File: src/rtl/m68k_bus_activity_monitor.sv
// Purpose: counts M68000 bus events and GPIO changes, detects GPIO pattern cycles, flags stalls via an idle watchdog.
// Latency: register reads return one cycle after reg_rd_en; pattern_pulse follows the completing GPIO change by one cycle.
// Backpressure: none; one read per cycle is accepted. Define SNAPSHOT_EN for atomic reads (addr 0 latches shadows for 1-6).
module m68k_bus_activity_monitor #(
  parameter int CNT_WIDTH      = 32,
  parameter int NUM_GPIO       = 2,
  parameter int PATTERN_LEN    = 4,
  parameter int TIMEOUT_CYCLES = 50000000
) (
  input  logic                clk_50mhz,
  input  logic                rst_n,
  input  logic                arm,
  input  logic                clr,
  input  logic                cpu_rd_ena,
  input  logic                cpu_wr_ena,
  input  logic                cpu_data_ack,
  input  logic [2:0]          cpu_fc,
  input  logic [NUM_GPIO-1:0] gpio_in,
  input  logic                reg_rd_en,
  input  logic [2:0]          reg_addr,
  output logic [31:0]         reg_rd_data,
  output logic                reg_rd_valid,
  output logic                stall,
  output logic                pattern_pulse
);

  localparam int PH_W   = (PATTERN_LEN > 1) ? $clog2(PATTERN_LEN) : 1;
  localparam int IDLE_W = $clog2(TIMEOUT_CYCLES + 1);
  localparam logic [CNT_WIDTH-1:0] CNT_MAX   = '1;
  localparam logic [CNT_WIDTH-1:0] CNT_ONE   = CNT_WIDTH'(1);
  localparam logic [PH_W-1:0]      PH_LAST   = PH_W'(PATTERN_LEN - 1);
  localparam logic [PH_W-1:0]      PH_ONE    = PH_W'(1);
  localparam logic [IDLE_W-1:0]    IDLE_LAST = IDLE_W'(TIMEOUT_CYCLES - 1);
  localparam logic [IDLE_W-1:0]    IDLE_ONE  = IDLE_W'(1);
  localparam logic [31:0]          ID_WORD   = 32'h6800_0A01;

  typedef enum logic [1:0] {
    S_IDLE    = 2'd0,
    S_RUN     = 2'd1,
    S_STALLED = 2'd2
  } state_t;

  state_t                state, state_nx;
  logic [NUM_GPIO-1:0]   gpio_prev;
  logic [CNT_WIDTH-1:0]  ifetch_cnt, dread_cnt, write_cnt, gchg_cnt, pat_cnt;
  logic [PH_W-1:0]       phase;
  logic [IDLE_W-1:0]     idle_cnt;

  logic active, ev_ifetch, ev_dread, ev_write, ev_gchg, pat_done;
  logic [15:0] gpio_ext;
  logic [31:0] phase_ext;
  logic [31:0] status_word;
  logic [31:0] live_word;
  logic [31:0] rd_word;

  // clr outranks every event in the same cycle, so it is folded into the qualifier
  assign active    = arm & ~clr;
  assign ev_ifetch = active & cpu_rd_ena & cpu_data_ack & (cpu_fc == 3'b010);
  assign ev_dread  = active & cpu_rd_ena & cpu_data_ack & (cpu_fc != 3'b010);
  assign ev_write  = active & cpu_wr_ena & cpu_data_ack;
  assign ev_gchg   = active & (gpio_in != gpio_prev);
  assign pat_done  = ev_gchg & (phase == PH_LAST);

  // previous GPIO levels track the pins every cycle, armed or not
  always_ff @(posedge clk_50mhz or negedge rst_n) begin
    if (!rst_n) gpio_prev <= '0;
    else        gpio_prev <= gpio_in;
  end

  // saturating event counters
  always_ff @(posedge clk_50mhz or negedge rst_n) begin
    if (!rst_n) begin
      ifetch_cnt <= '0;
      dread_cnt  <= '0;
      write_cnt  <= '0;
      gchg_cnt   <= '0;
      pat_cnt    <= '0;
    end else if (clr) begin
      ifetch_cnt <= '0;
      dread_cnt  <= '0;
      write_cnt  <= '0;
      gchg_cnt   <= '0;
      pat_cnt    <= '0;
    end else begin
      if (ev_ifetch && ifetch_cnt != CNT_MAX) ifetch_cnt <= ifetch_cnt + CNT_ONE;
      if (ev_dread  && dread_cnt  != CNT_MAX) dread_cnt  <= dread_cnt  + CNT_ONE;
      if (ev_write  && write_cnt  != CNT_MAX) write_cnt  <= write_cnt  + CNT_ONE;
      if (ev_gchg   && gchg_cnt   != CNT_MAX) gchg_cnt   <= gchg_cnt   + CNT_ONE;
      if (pat_done  && pat_cnt    != CNT_MAX) pat_cnt    <= pat_cnt    + CNT_ONE;
    end
  end

  // pattern phase wraps after PATTERN_LEN changes and fires a one-cycle pulse
  always_ff @(posedge clk_50mhz or negedge rst_n) begin
    if (!rst_n) begin
      phase         <= '0;
      pattern_pulse <= 1'b0;
    end else begin
      pattern_pulse <= pat_done;
      if (clr)          phase <= '0;
      else if (pat_done) phase <= '0;
      else if (ev_gchg)  phase <= phase + PH_ONE;
    end
  end

  // watchdog idle counter: runs only while armed in RUN, frozen once stalled
  always_ff @(posedge clk_50mhz or negedge rst_n) begin
    if (!rst_n)                    idle_cnt <= '0;
    else if (clr)                  idle_cnt <= '0;
    else if (arm && state == S_RUN) idle_cnt <= ev_gchg ? '0 : idle_cnt + IDLE_ONE;
  end

  // FSM state register
  always_ff @(posedge clk_50mhz or negedge rst_n) begin
    if (!rst_n) state <= S_IDLE;
    else        state <= state_nx;
  end

  // FSM next state: start on first fetch, stall after TIMEOUT_CYCLES quiet cycles
  always_comb begin
    state_nx = state;
    if (clr) begin
      state_nx = S_IDLE;
    end else if (arm) begin
      case (state)
        S_IDLE:    if (ev_ifetch) state_nx = S_RUN;
        S_RUN:     if (!ev_gchg && idle_cnt == IDLE_LAST) state_nx = S_STALLED;
        S_STALLED: state_nx = S_STALLED;
        default:   state_nx = S_IDLE;
      endcase
    end
  end

  // FSM outputs: stall is sticky because STALLED is only left through clr or reset
  always_comb begin
    stall = (state == S_STALLED);
  end

  assign gpio_ext    = 16'(gpio_in);
  assign phase_ext   = 32'(phase);
  assign status_word = {16'b0, gpio_ext[7:0], 3'b0, stall, phase_ext[1:0], state};

  // live register map
  always_comb begin
    live_word = '0;
    case (reg_addr)
      3'd0: live_word = 32'(ifetch_cnt);
      3'd1: live_word = 32'(dread_cnt);
      3'd2: live_word = 32'(write_cnt);
      3'd3: live_word = 32'(gchg_cnt);
      3'd4: live_word = 32'(pat_cnt);
      3'd5: live_word = status_word;
      3'd6: live_word = 32'(idle_cnt);
      3'd7: live_word = ID_WORD;
    endcase
  end

`ifdef SNAPSHOT_EN
  logic [CNT_WIDTH-1:0] sh_dread, sh_write, sh_gchg, sh_pat;
  logic [31:0]          sh_status;
  logic [IDLE_W-1:0]    sh_idle;

  // reading addr 0 freezes the rest of the map so a multi-register read is coherent
  always_ff @(posedge clk_50mhz or negedge rst_n) begin
    if (!rst_n || clr) begin
      sh_dread  <= '0;
      sh_write  <= '0;
      sh_gchg   <= '0;
      sh_pat    <= '0;
      sh_status <= '0;
      sh_idle   <= '0;
    end else if (reg_rd_en && reg_addr == 3'd0) begin
      sh_dread  <= dread_cnt;
      sh_write  <= write_cnt;
      sh_gchg   <= gchg_cnt;
      sh_pat    <= pat_cnt;
      sh_status <= status_word;
      sh_idle   <= idle_cnt;
    end
  end

  // addresses 1-6 come from the shadows; 0 and 7 stay live
  always_comb begin
    rd_word = live_word;
    case (reg_addr)
      3'd1:    rd_word = 32'(sh_dread);
      3'd2:    rd_word = 32'(sh_write);
      3'd3:    rd_word = 32'(sh_gchg);
      3'd4:    rd_word = 32'(sh_pat);
      3'd5:    rd_word = sh_status;
      3'd6:    rd_word = 32'(sh_idle);
      default: rd_word = live_word;
    endcase
  end
`else
  // every address reads live values
  always_comb begin
    rd_word = live_word;
  end
`endif

  // read port: data captured from pre-update values, held until the next read
  always_ff @(posedge clk_50mhz or negedge rst_n) begin
    if (!rst_n) begin
      reg_rd_data  <= '0;
      reg_rd_valid <= 1'b0;
    end else begin
      reg_rd_valid <= reg_rd_en;
      if (reg_rd_en) reg_rd_data <= rd_word;
    end
  end

endmodule

File: config.mk
export PLATFORM = sky130hd
export DESIGN_NAME = m68k_bus_activity_monitor
export DESIGN_NICKNAME = d
export VERILOG_FILES = /design/src/rtl/m68k_bus_activity_monitor.sv
export SDC_FILE = /design/constraint.sdc
export NUM_CORES = 1
export LEC_CHECK = 0
export ABC_AREA = 0
export BUFFER_PORTS_ARGS = -buffer_cell sky130_fd_sc_hd__buf_4
export CELL_PAD_IN_SITES_DETAIL_PLACEMENT = 2
export CELL_PAD_IN_SITES_GLOBAL_PLACEMENT = 2
export CORE_MARGIN = 3
export CORE_UTILIZATION = 40
export DETAILED_ROUTE_END_ITERATION = 6
export PLACE_DENSITY = 0.88
export SYNTH_ARGS = -nofsm -noshare
export SYNTH_HDL_FRONTEND = slang
export SYNTH_SLANG_ARGS = --single-unit
export TNS_END_PERCENT = 10
File: constraint.sdc
create_clock -name clk_50mhz -period 2.9 [get_ports clk_50mhz]
set_input_delay 0.435 -clock clk_50mhz [delete_from_list [all_inputs] [get_ports clk_50mhz]]
set_output_delay 0.435 -clock clk_50mhz [all_outputs]
set_load 0.05 [all_outputs]
==> results of run 1 <==
## registers in the layout, summed over array words and instances (netlist names)
register and cells:
reg_rd_data 32, pat_cnt 32, phase 2, pattern_pulse 1, state 2, dread_cnt 32
gchg_cnt 32, reg_rd_valid 1, gpio_prev 2, ifetch_cnt 32, idle_cnt 26, write_cnt 32
## stage by stage
| stage | utilization [%] | TNS (ps) | hold WS (ps) | power [µW] |
|---|---|---|---|---|
| after floorplan | - | 0 | 139 | 3680 |
| after global placement | 44.2 | 0 | 479 | 3970 |
| after detailed placement | 44.2 | 0 | 477 | 4010 |
| after CTS | 47.2 | 0 | 2.53 | 7890 |
| after global routing | 47.2 | -72.6 | 23.9 | 8060 |
| final | 47.2 | 0 | 18.3 | 7860 |
## synthesized netlist by cell type, types with 20 or more instances
library cell / instances
o21ai_0: 60
nor4_1: 31
nand3_1: 78
nor3_1: 20
xor2_1: 24
nand2_1: 100
a21oi_1: 143
inv_1: 37
dfrtp_1: 226
clkbuf_1: 74
nand4_1: 57
or3_1: 50
o31ai_1: 47
a221oi_1: 20
mux2i_1: 30
nor2_1: 113
mux2_2: 58
nor2b_1: 27
or4_1: 52
## worst min path at each step
stage	from	endpoint	slack [ps]	cells past startpoint
after global placement	rst_n	ifetch_cnt[18]$_DFFE_PN0P_	480	1
after detailed placement	rst_n	ifetch_cnt[26]$_DFFE_PN0P_	480	1
after global routing	gpio_in[0]	gpio_prev[0]$_DFF_PN0_	20	1
final	gpio_in[0]	gpio_prev[0]$_DFF_PN0_	20	1
after floorplan	rst_n	dread_cnt[0]$_DFFE_PN0P_	140	0
after CTS	gpio_in[0]	gpio_prev[0]$_DFF_PN0_	3	1
## final cells by class
cell class                 instances  area share (%)
clock inverter                     8           0.741
timing repair buffer             104            5.50
sequential                       226            36.4
inverter                          39           0.943
tap                              442            3.56
clock buffer                      42            5.57
multi-input combinational       1128            47.3
## placed cells by master, fill, tap and decap left out, types with 9 or more instances in the layout
cell	Yosys	layout
and4_1	11	11
o221ai_1	13	13
and2_1	9	9
xor2_1	24	24
nand3_1	78	78
nor3_1	20	17
clkbuf_16	0	29
o31ai_1	47	46
and3_1	18	18
nand4_1	57	57
nand2_1	100	100
o311ai_0	18	17
o21a_1	11	11
o21ai_0	60	59
clkbuf_8	0	9
dfrtp_1	226	226
ha_1	11	11
o41ai_1	12	12
inv_1	37	37
mux2i_1	30	30
a21oi_1	143	143
or3_1	50	50
o211ai_1	11	11
a22oi_1	10	10
nor4_1	31	29
buf_4	2	97
or2_2	15	15
a221oi_1	20	20
or4_1	52	52
mux2_2	58	58
nor2b_1	27	26
nor2_1	113	113
## logic make-up (layout without fill, tap and decap cells)
group / count (synthesis) / count (layout) / share of synthesized area, %
AND/OR/NAND/NOR: 609 / 609 / 24.6
AO/OA/AOI/OAI: 383 / 383 / 18.4
flip-flops: 226 / 226 / 42.0
buffers and inverters: 134 / 193 / 3.90
multiplexers: 93 / 93 / 7.92
XOR/XNOR: 32 / 32 / 2.08
adder cells (fa/ha/maj): 11 / 11 / 1.02
## timing repair
item | in CTS | in global routing
pin swaps | 0 | 1
resized for setup | 1 | 4
endpoints found under the hold margin | 70 | 0
hold buffers | 1 | 0
endpoints found under the setup margin | 1 | 16
setup buffers | 0 | 0
## per-layer routing
layer | global-route usage, % | vias up | routed length, µm
li1 | - | 5737 | -
met1 | 43.4 | 7217 | 24600
met2 | 57.0 | 636 | 30000
met3 | 5.72 | 222 | 3980
met4 | 19.4 | 2 | 4210
met5 | 0 | - | 15
## where the power goes
group          switching (µW)  internal, µW  leakage, µW
combinational             549           196      0.00247
sequential               46.4          3200      0.00311
clock                    1560          2310     0.000489
total                    2150          5710      0.00607
==> results by group, run 1 <==
Timing
  • Fin. max-slew vios: 0
  • Minimum clock period: about 2800 ps
  • Slew margin rel.: 26.0%
  • Max Clock Skew: approximately 19 ps
  • Max Freq: 354 MHz
  • RSZ-0062 raised after global routing: true
  • # setup viols final: 0
  • Slew @ Worst Pin: ~1100 ps
  • Tcrit/Tclk final: approximately 97%
  • Worst Setup Slack, final: about 76 ps
  • Final hold violation count: 0

Final layout
  • Share of cells above drive strength 1: between 10% and 20%
  • Finished Layout Cells: a little under 2000
  • # nets final: roughly 1600
  • Fill cells: between 3000 and 4000
  • Final instance area: between 15000 and 20000 µm²
  • Area of the multi-input gates: 7340 µm²
  • Inserted Diodes: 0
  • Synthesis-to-layout area growth: 15.3%
  • Reg area: 5660 µm²

Critical path
  • Critical Path RT: 3370 ps
  • Critical path class: reg2reg
  • RR Endpoint: gchg_cnt[31]$_DFFE_PN0P_
  • Critical Path End Type: flop
  • Crit-path max cell delay: a little over 500 ps
  • R2R setup slack: between 70 and 80 ps
  • Top delay family on crit path: simple AND/OR/NAND/NOR gates
  • Startpoint Class: flop
  • WP data arrival: 3290 ps
  • Reg2Reg Depth: 6
  • CP Launch Point: gchg_cnt[2]$_DFFE_PN0P_
  • Worst Setup EP: gchg_cnt[31]$_DFFE_PN0P_
  • Slowest CP cell: dfrtp_1
  • WP buf/inv: 1
  • FF-to-FF Start: gchg_cnt[2]$_DFFE_PN0P_
  • Cell Chain, Critical Path: nand4_1 > nor4_1 > buf_4 > nand4_1 > nor4_1 > mux2_2
  • CP max FO: 9
  • Levels on crit path: 6

Routing
  • WL/cell: 31.6 µm
  • Via/cell ratio: roughly 7
  • # DRC: 0
  • Remaining antenna violation count: 0
  • DRT Pass-1 Iters: 5
  • Total wire length: 62.8 mm
  • Via count: 13814
  • DR iter-0 viols: around 1400

Placement
  • Area after DPL: between 10000 and 15000 µm²
  • HPWL Detailed: about 39 mm
  • GPL Wtd Cong: 0.869
  • Inst Count DP: slightly below 2000
  • Setup Slack @ Placement: slightly above 40 ps
  • Buffers on Ports: 50

Logic synthesis
  • Post-synthesis sequential area ratio: a little over two fifths
  • Avg Cell Area, Syn: just over 9 µm²
  • Synth cell types: 63
  • Area leader, netlist: dfrtp_1
  • Net Count, Synth: 1515
  • Synth top area share: approximately two fifths
  • Post-synthesis cell count: about 1500
  • Synth top area cells: dfrtp_1 (42%), a21oi_1 (5.3%), mux2_2 (4.8%), nor2_1 (3.1%), nand3_1 (2.9%)
  • Post-synth EDFFs: 0
  • Count of synthesis-stage warnings from yosys: 0
  • Async set or reset register ratio after synthesis: 100%
  • Register bit total from synthesis: 226
  • Primary FF master, synth: dfrtp_1
  • Post-Syn Area: between 10000 and 15000 µm²

Floorplanning
  • Chip height: between 150 and 200 µm
  • Initial core utilization: around two fifths
  • Core Area: between 30000 and 40000 µm²
  • Rows: 66
  • Die width: ~190 µm
  • Die area: 35900 µm²
  • I/O Pins: ~50

Worst hold path
  • Min-delay worst type: in2reg

Clock tree
  • Clock root buffer: clkbuf_16
  • CTS tree: built
  • CTS sink count: roughly 230
  • CTS clk-pin slew, worst paths: roughly 70 ps
  • Clock Latency Late Sink: slightly below 600 ps
  • Clock Tree Buf Depth: 3
  • TritonCTS Buffers: 28
  • H-Tree Depth: 1

Global route
  • Initial antenna violation count: 1
  • Number of global-route vias before repair: roughly 15000
  • Grt total ovfl: 0
  • Largest net degree at the start of global routing: between 100 and 150
  • Total global routing track utilization: 34.6%
  • First-pass GRT wire length: between 90 and 100 mm

Run status
  • Status: finished clean

Pwr
  • Power Density: 506 nW/µm²
  • Leakage power: 0.00607 µW
  • Maximum vdd drop: about 0.5 mV

Run
  • Max-cap violation count: 0
(Power assumes the default switching activity.)
==> run 2: changes to the inputs <==
--- a/config.mk
+++ b/config.mk
@@ -12,6 +12,7 @@
 export CORE_MARGIN = 3
 export CORE_UTILIZATION = 40
 export DETAILED_ROUTE_END_ITERATION = 6
+export MAX_ROUTING_LAYER = met4
 export PLACE_DENSITY = 0.88
 export SYNTH_ARGS = -nofsm -noshare
 export SYNTH_HDL_FRONTEND = slang
==> run 2 against run 1 <==
Worst hold slack about the same; cell area about the same; register-to-register slack got worse by 50 ps; total power increased by 0.19%; sequential share of layout area about the same; routed wire length increased by 2.1%; setup slack got worse by 45 ps; critical endpoint is now gchg_cnt[25]$_DFFE_PN0P_; largest cell class unchanged; largest power group unchanged.
==> results by group, run 2 (synthesis results as in run 1) <==
Routing
  • Total wire length: 64.1 mm (+2.1%)
  • # DRC: 0 (unchanged)
  • DRT Pass-1 Iters: 5 (unchanged)
  • Via/cell ratio: 7.03 (+1.2%)
  • Remaining antenna violation count: 0 (unchanged)
  • DR iter-0 viols: 1422 (-1.4%)
  • WL/cell: 32.2 µm (+1.9%)
  • Via count: 14005 (+1.4%)

Run
  • Max-cap violation count: 0 (unchanged)

Floorplanning
  • Chip height: 189 µm (unchanged)
  • Die width: 189 µm (unchanged)
  • Die area: 35900 µm² (unchanged)
  • Initial core utilization: 41.0% (unchanged)
  • Core Area: 32900 µm² (unchanged)
  • Rows: 66 (unchanged)
  • I/O Pins: 51 (unchanged)

Placement
  • GPL Wtd Cong: 0.884 (+1.7%)
  • Buffers on Ports: 50 (unchanged)
  • Setup Slack @ Placement: 41.0 ps (unchanged)
  • Area after DPL: 14500 µm² (unchanged)
  • HPWL Detailed: 38.6 mm (unchanged)

Global route
  • Number of global-route vias before repair: 14868 (+0.36%)
  • Largest net degree at the start of global routing: 124 (unchanged)
  • First-pass GRT wire length: 96.7 mm (about the same)
  • Initial antenna violation count: 1 (unchanged)
  • Grt total ovfl: 0 (unchanged)
  • Total global routing track utilization: 35.7% (+1.1 points)

Timing
  • Final hold violation count: 0 (unchanged)
  • Fin. max-slew vios: 0 (unchanged)
  • Smallest hold slack: 18.7 ps (+0.435 ps)
  • Worst Setup Slack, final: 31.2 ps (-45.0 ps)
  • Max Freq: 349 MHz (-1.6%)
  • Max Clock Skew: 19.3 ps (+0.668 ps)
  • Tcrit/Tclk final: 98.9% (+1.6 points)
  • RSZ-0062 raised after global routing: true
  • Slew @ Worst Pin: 1090 ps (-14.4 ps)
  • Minimum clock period: 2870 ps (+45.0 ps)
  • Slew margin rel.: 26.9% (+0.97 points)
  • # setup viols final: 0 (unchanged)

Pwr
  • Leakage power: 0.00607 µW (about the same)
  • Power Density: 507 nW/µm² (+0.15%)
  • Maximum vdd drop: 0.498 mV (-0.64%)

Final layout
  • Most common cell after layout, fill and taps aside: dfrtp_1
  • # nets final: 1554 (unchanged)
  • Reg area: 5660 µm² (unchanged)
  • Final instance area: 15500 µm² (about the same)
  • Commonest non-fill, non-tap cells in the layout: dfrtp_1 (226), a21oi_1 (143), nor2_1 (113), nand2_1 (100), buf_4 (97)
  • Area of the multi-input gates: 7340 µm² (unchanged)
  • Share of cells above drive strength 1: 15.6% (unchanged)
  • Fill cells: 3484 (-0.17%)
  • Synthesis-to-layout area growth: 15.3% (about the same)

Critical path
  • Critical Path End Type: flop
  • Startpoint Class: flop
  • Critical Path RT: 3370 ps (about the same)
  • Critical path class: reg2reg
  • WP data arrival: 3340 ps (+50 ps)
  • CP max FO: 9 (unchanged)

Clock tree
  • Setup Buffers After CTS: 0 (unchanged)
  • Clock root buffer: clkbuf_16
  • H-Tree Depth: 1 (unchanged)
  • CTS sink count: 226 (unchanged)
  • Clock Tree Buf Depth: 3 (unchanged)
  • Clock Latency Late Sink: 580 ps (about the same)
  • CTS clk-pin slew, worst paths: 70 ps (about the same)
  • CTS tree: built
  • TritonCTS Buffers: 28 (unchanged)

Worst hold path
  • Min-delay worst type: in2reg

Run status
  • Status: finished clean
==> run 2: cell count changes in the layout (fill, tap and decap cells not counted), sizes merged <==
cell	delta
diode	+3
==> run 2: what timing repair did <==
action	CTS	global route
setup endpoints to repair	1	16
pin swaps	0	1
hold endpoints to repair	70	0
resized for setup	1	4
hold buffers	1	0
==> run 2: final timing paths <==
path,from,to,slack (ps),cells past startpoint
worst max-delay path,gchg_cnt[2]$_DFFE_PN0P_,gchg_cnt[25]$_DFFE_PN0P_,30,6
worst min-delay path,gpio_in[0],gpio_prev[0]$_DFF_PN0_,20,1
worst max register to register,gchg_cnt[2]$_DFFE_PN0P_,gchg_cnt[25]$_DFFE_PN0P_,30,6
worst min register to register,reg_rd_data[10]$_DFFE_PN0P_,reg_rd_data[10]$_DFFE_PN0P_,530,1
max in group asynchronous,rst_n,pat_cnt[20]$_DFFE_PN0P_,1600,3
min in group asynchronous,rst_n,ifetch_cnt[26]$_DFFE_PN0P_,460,2
==> run 2: worst max-delay path: stages, from the launching register on <==
cell     delay [ps]
dfrtp_1         500
nand4_1         370
nor4_1          370
buf_4           180
nand4_1         460
nor4_1          500
mux2_2          390
==> run 2: stage by stage <==
step	setup TNS, ps	instances	total power [µW]	util (%)
after floorplan	0	1488	3680	-
after global routing	-92.3	1991	8090	47.3
after global placement	0	1938	3970	44.2
after detailed placement	0	1938	4010	44.2
final	0	1992	7880	47.3
after CTS	0	1989	7890	47.2
==> run 2: layout make-up <==
cell class,count,area share [%]
Inverter,39,0.942
Clock inverter,8,0.741
Sequential cell,226,36.4
Clock buffer,42,5.57
Tap cell,442,3.56
Multi-Input combinational cell,1128,47.2
Timing Repair Buffer,104,5.49
Antenna cell,3,0.0483
==> run 2: power breakdown <==
part           total [µW]  switching, µW  internal [µW]
Sequential           3250           47.3           3200
Combinational         751            555            196
Clock                3880           1570           2310
==> run 2: layer usage <==
layer	global-route usage (%)	up-vias	share of wire, %
met2	57.0	744	48
met1	43.1	7247	38
li1	-	5745	-
met4	19.6	0	6.8
met5	-	-	0
met3	6.33	269	7.2
==> run 3: changes to the inputs <==
--- a/config.mk
+++ b/config.mk
@@ -6,14 +6,15 @@
 export NUM_CORES = 1
 export LEC_CHECK = 0
 export ABC_AREA = 0
-export BUFFER_PORTS_ARGS = -buffer_cell sky130_fd_sc_hd__buf_4
 export CELL_PAD_IN_SITES_DETAIL_PLACEMENT = 2
 export CELL_PAD_IN_SITES_GLOBAL_PLACEMENT = 2
+export CORE_ASPECT_RATIO = 0.5
 export CORE_MARGIN = 3
-export CORE_UTILIZATION = 40
+export CORE_UTILIZATION = 41
 export DETAILED_ROUTE_END_ITERATION = 6
+export DONT_BUFFER_PORTS = 1
 export MAX_ROUTING_LAYER = met4
-export PLACE_DENSITY = 0.88
+export PLACE_DENSITY = 0.87
 export SYNTH_ARGS = -nofsm -noshare
 export SYNTH_HDL_FRONTEND = slang
 export SYNTH_SLANG_ARGS = --single-unit
==> run 3 against run 2 <==
The flow now finishes with violations (DRC, hold timing); cell count down 4.2%; setup slack worse by 3.0 ps; global-route usage up 2.3 points; combinational power down 55%; maximum frequency down 0.10%; critical endpoint is now dread_cnt[27]$_DFFE_PN0P_; largest cell class unchanged.
==> results by group, run 3 (synthesis results as in run 1) <==
Timing
  • Final hold violation count: 226 (+226)
  • Slew @ Worst Pin: 1100 ps (+18.0 ps)
  • Tcrit/Tclk final: 99.0% (+0.10 points)
  • # setup viols final: 0 (unchanged)
  • Smallest hold slack: -393 ps (-412 ps)
  • Slew margin rel.: 25.5% (-1.5 points)
  • Minimum clock period: 2870 ps (+2.98 ps)
  • Setup TNS: 0 ps (unchanged)
  • Max Clock Skew: 19.4 ps (+0.103 ps)
  • Fin. max-slew vios: 0 (unchanged)
  • RSZ-0062 raised after global routing: false
  • Max Freq: 348 MHz (-0.10%)

Floorplanning
  • Chip height: 134 µm (-29%)
  • Core Area: 32000 µm² (-2.6%)
  • Die width: 262 µm (+38%)
  • I/O Pins: 51 (unchanged)
  • Die area: 35200 µm² (-2.0%)
  • Initial core utilization: 42.1% (+1.1 points)
  • Rows: 46 (-30%)

Final layout
  • Final instance area: 14900 µm² (-4.0%)
  • Most common cell after layout, fill and taps aside: dfrtp_1
  • Fill cells: 3333 (-4.3%)
  • Share of cells above drive strength 1: 11.2% (-4.4 points)
  • Area of the multi-input gates: 7340 µm² (about the same)
  • # nets final: 1481 (-4.7%)
  • Commonest non-fill, non-tap cells in the layout: dfrtp_1 (226), a21oi_1 (143), nor2_1 (113), nand2_1 (100), nand3_1 (77)
  • Synthesis-to-layout area growth: 10.8%
  • Post-layout util: 46.6% (-0.65 points)
  • Reg area: 5660 µm² (unchanged)

Routing
  • DRT Pass-1 Iters: 7 (+2)
  • Via/cell ratio: 7.38 (+4.9%)
  • DR iter-0 viols: 1708 (+20%)
  • Via count: 14079 (+0.53%)
  • # DRC: 1 (+1)
  • Remaining antenna violation count: 0 (unchanged)
  • Total wire length: 65.7 mm (+2.4%)
  • WL/cell: 34.4 µm (+6.8%)

Clock tree
  • CTS clk-pin slew, worst paths: 70 ps (about the same)
  • Clock root buffer: clkbuf_16
  • Hold buffers post-CTS: 6 (+5)
  • TritonCTS Buffers: 24 (-14%)
  • Clock Latency Late Sink: 550 ps (-30 ps)
  • Clock Tree Buf Depth: 3 (unchanged)
  • CTS tree: built
  • CTS sink count: 226 (unchanged)
  • H-Tree Depth: 1 (unchanged)

Placement
  • HPWL Detailed: 36.8 mm (-4.6%)
  • Area after DPL: 13900 µm² (-4.2%)
  • GPL Wtd Cong: 0.876 (-0.91%)
  • Buffers on Ports: 0 (-100%)

Global route
  • First-pass GRT wire length: 101 mm (+4.1%)
  • Largest net degree at the start of global routing: 227 (+83%)
  • Initial antenna violation count: 5 (+4)
  • Total global routing track utilization: 38.1% (+2.3 points)
  • Number of global-route vias before repair: 15158 (+2.0%)
  • Grt total ovfl: 0 (unchanged)

Run
  • Max-cap violation count: 0 (unchanged)

Critical path
  • WP data arrival: 3300 ps (-40 ps)
  • Cell Chain, Critical Path: nand4_4 > or4_4 > or4_4 > or4_1 > a21oi_1
  • Slowest CP cell: or4_4
  • Cell with the most instances on the worst path: or4_4
  • FF-to-FF Start: dread_cnt[3]$_DFFE_PN0P_
  • Top delay family on crit path: simple AND/OR/NAND/NOR gates
  • Startpoint Class: flop
  • CP max FO: 12 (+3)
  • Crit-path max cell delay: 610 ps (+110 ps)
  • Critical Path End Type: flop
  • CP Launch Point: dread_cnt[3]$_DFFE_PN0P_
  • Critical Path RT: 3330 ps (-40 ps)
  • Critical path class: reg2reg
  • WP buf/inv: 0 (-1)

Run status
  • Violated checks: DRC, hold timing
  • Status: complete, but fails checks

Pwr
  • Power Density: 499 nW/µm² (-1.5%)
  • Maximum vdd drop: 0.333 mV (-33%)
  • Leakage power: 0.00569 µW (-6.4%)

Worst hold path
  • Min-delay worst type: in2async
==> run 3: repair_timing <==
| action | 4_1_cts | 5_1_grt |
|---|---|---|
| buffers inserted | 0 | 0 |
| hold endpoints to repair | 323 | 226 |
| resized for setup | 0 | 5 |
| setup endpoints to repair | 0 | 16 |
==> run 3: power breakdown <==
group	internal [µW]	leakage, µW	switching, µW
Clock	2190	0.000451	1520
Sequential	3200	0.00311	208
Combinational	113	0.00212	224
Total	5500	0.00569	1950
==> run 3: final timing paths <==
| check | endpoint | slack, ps | cells after the start |
|---|---|---|---|
| worst max-delay path | dread_cnt[27]$_DFFE_PN0P_ | 30 | 5 |
| min in group clk_50mhz | reg_rd_data[30]$_DFFE_PN0P_ | 30 | 1 |
| max in group asynchronous | write_cnt[15]$_DFFE_PN0P_ | 2670 | 0 |
| worst max register to register | dread_cnt[27]$_DFFE_PN0P_ | 30 | 5 |
| worst min-delay path | pat_cnt[18]$_DFFE_PN0P_ | -390 | 0 |
| worst min register to register | pat_cnt[17]$_DFFE_PN0P_ | 580 | 1 |
==> run 3: stage by stage <==
stage / std cells / total power (µW) / hold WS [ps] / worst slack (ps)
floorplan: 1488 / 3680 / 139 / 550
global placement: 1854 / 3690 / 156 / 401
detailed placement: 1854 / 3710 / 155 / 237
CTS: 1904 / 7400 / -420 / 62.7
global route: 1909 / 7580 / -409 / 6.38
finish: 1909 / 7450 / -393 / 28.2
==> run 3: metal layers <==
layer / part of all wire, % / GRT usage (%) / vias up / wire (µm)
met3: 9.6 / 9.77 / 342 / 6270
met5: 0 / - / - / 0
met1: 38 / 45.0 / 7278 / 25000
met2: 46 / 60.6 / 874 / 30400
met4: 6.1 / 19.6 / 0 / 4020
li1: - / - / 5585 / -
==> run 3: layout make-up <==
type,instances,area share [%]
diodes,5,0.0839
flip-flops and latches,226,37.9
clock inverters,7,0.906
inverters,39,0.981
clock buffers,37,5.17
well taps,432,3.62
multi-input cells,1128,49.2
repair buffers,35,2.15
==> run 3: worst reg2reg max path, stage by stage, from the launching register on <==
cell	delay, ps
dfrtp_1	520
nand4_4	200
or4_4	610
or4_4	590
or4_1	540
a21oi_1	280
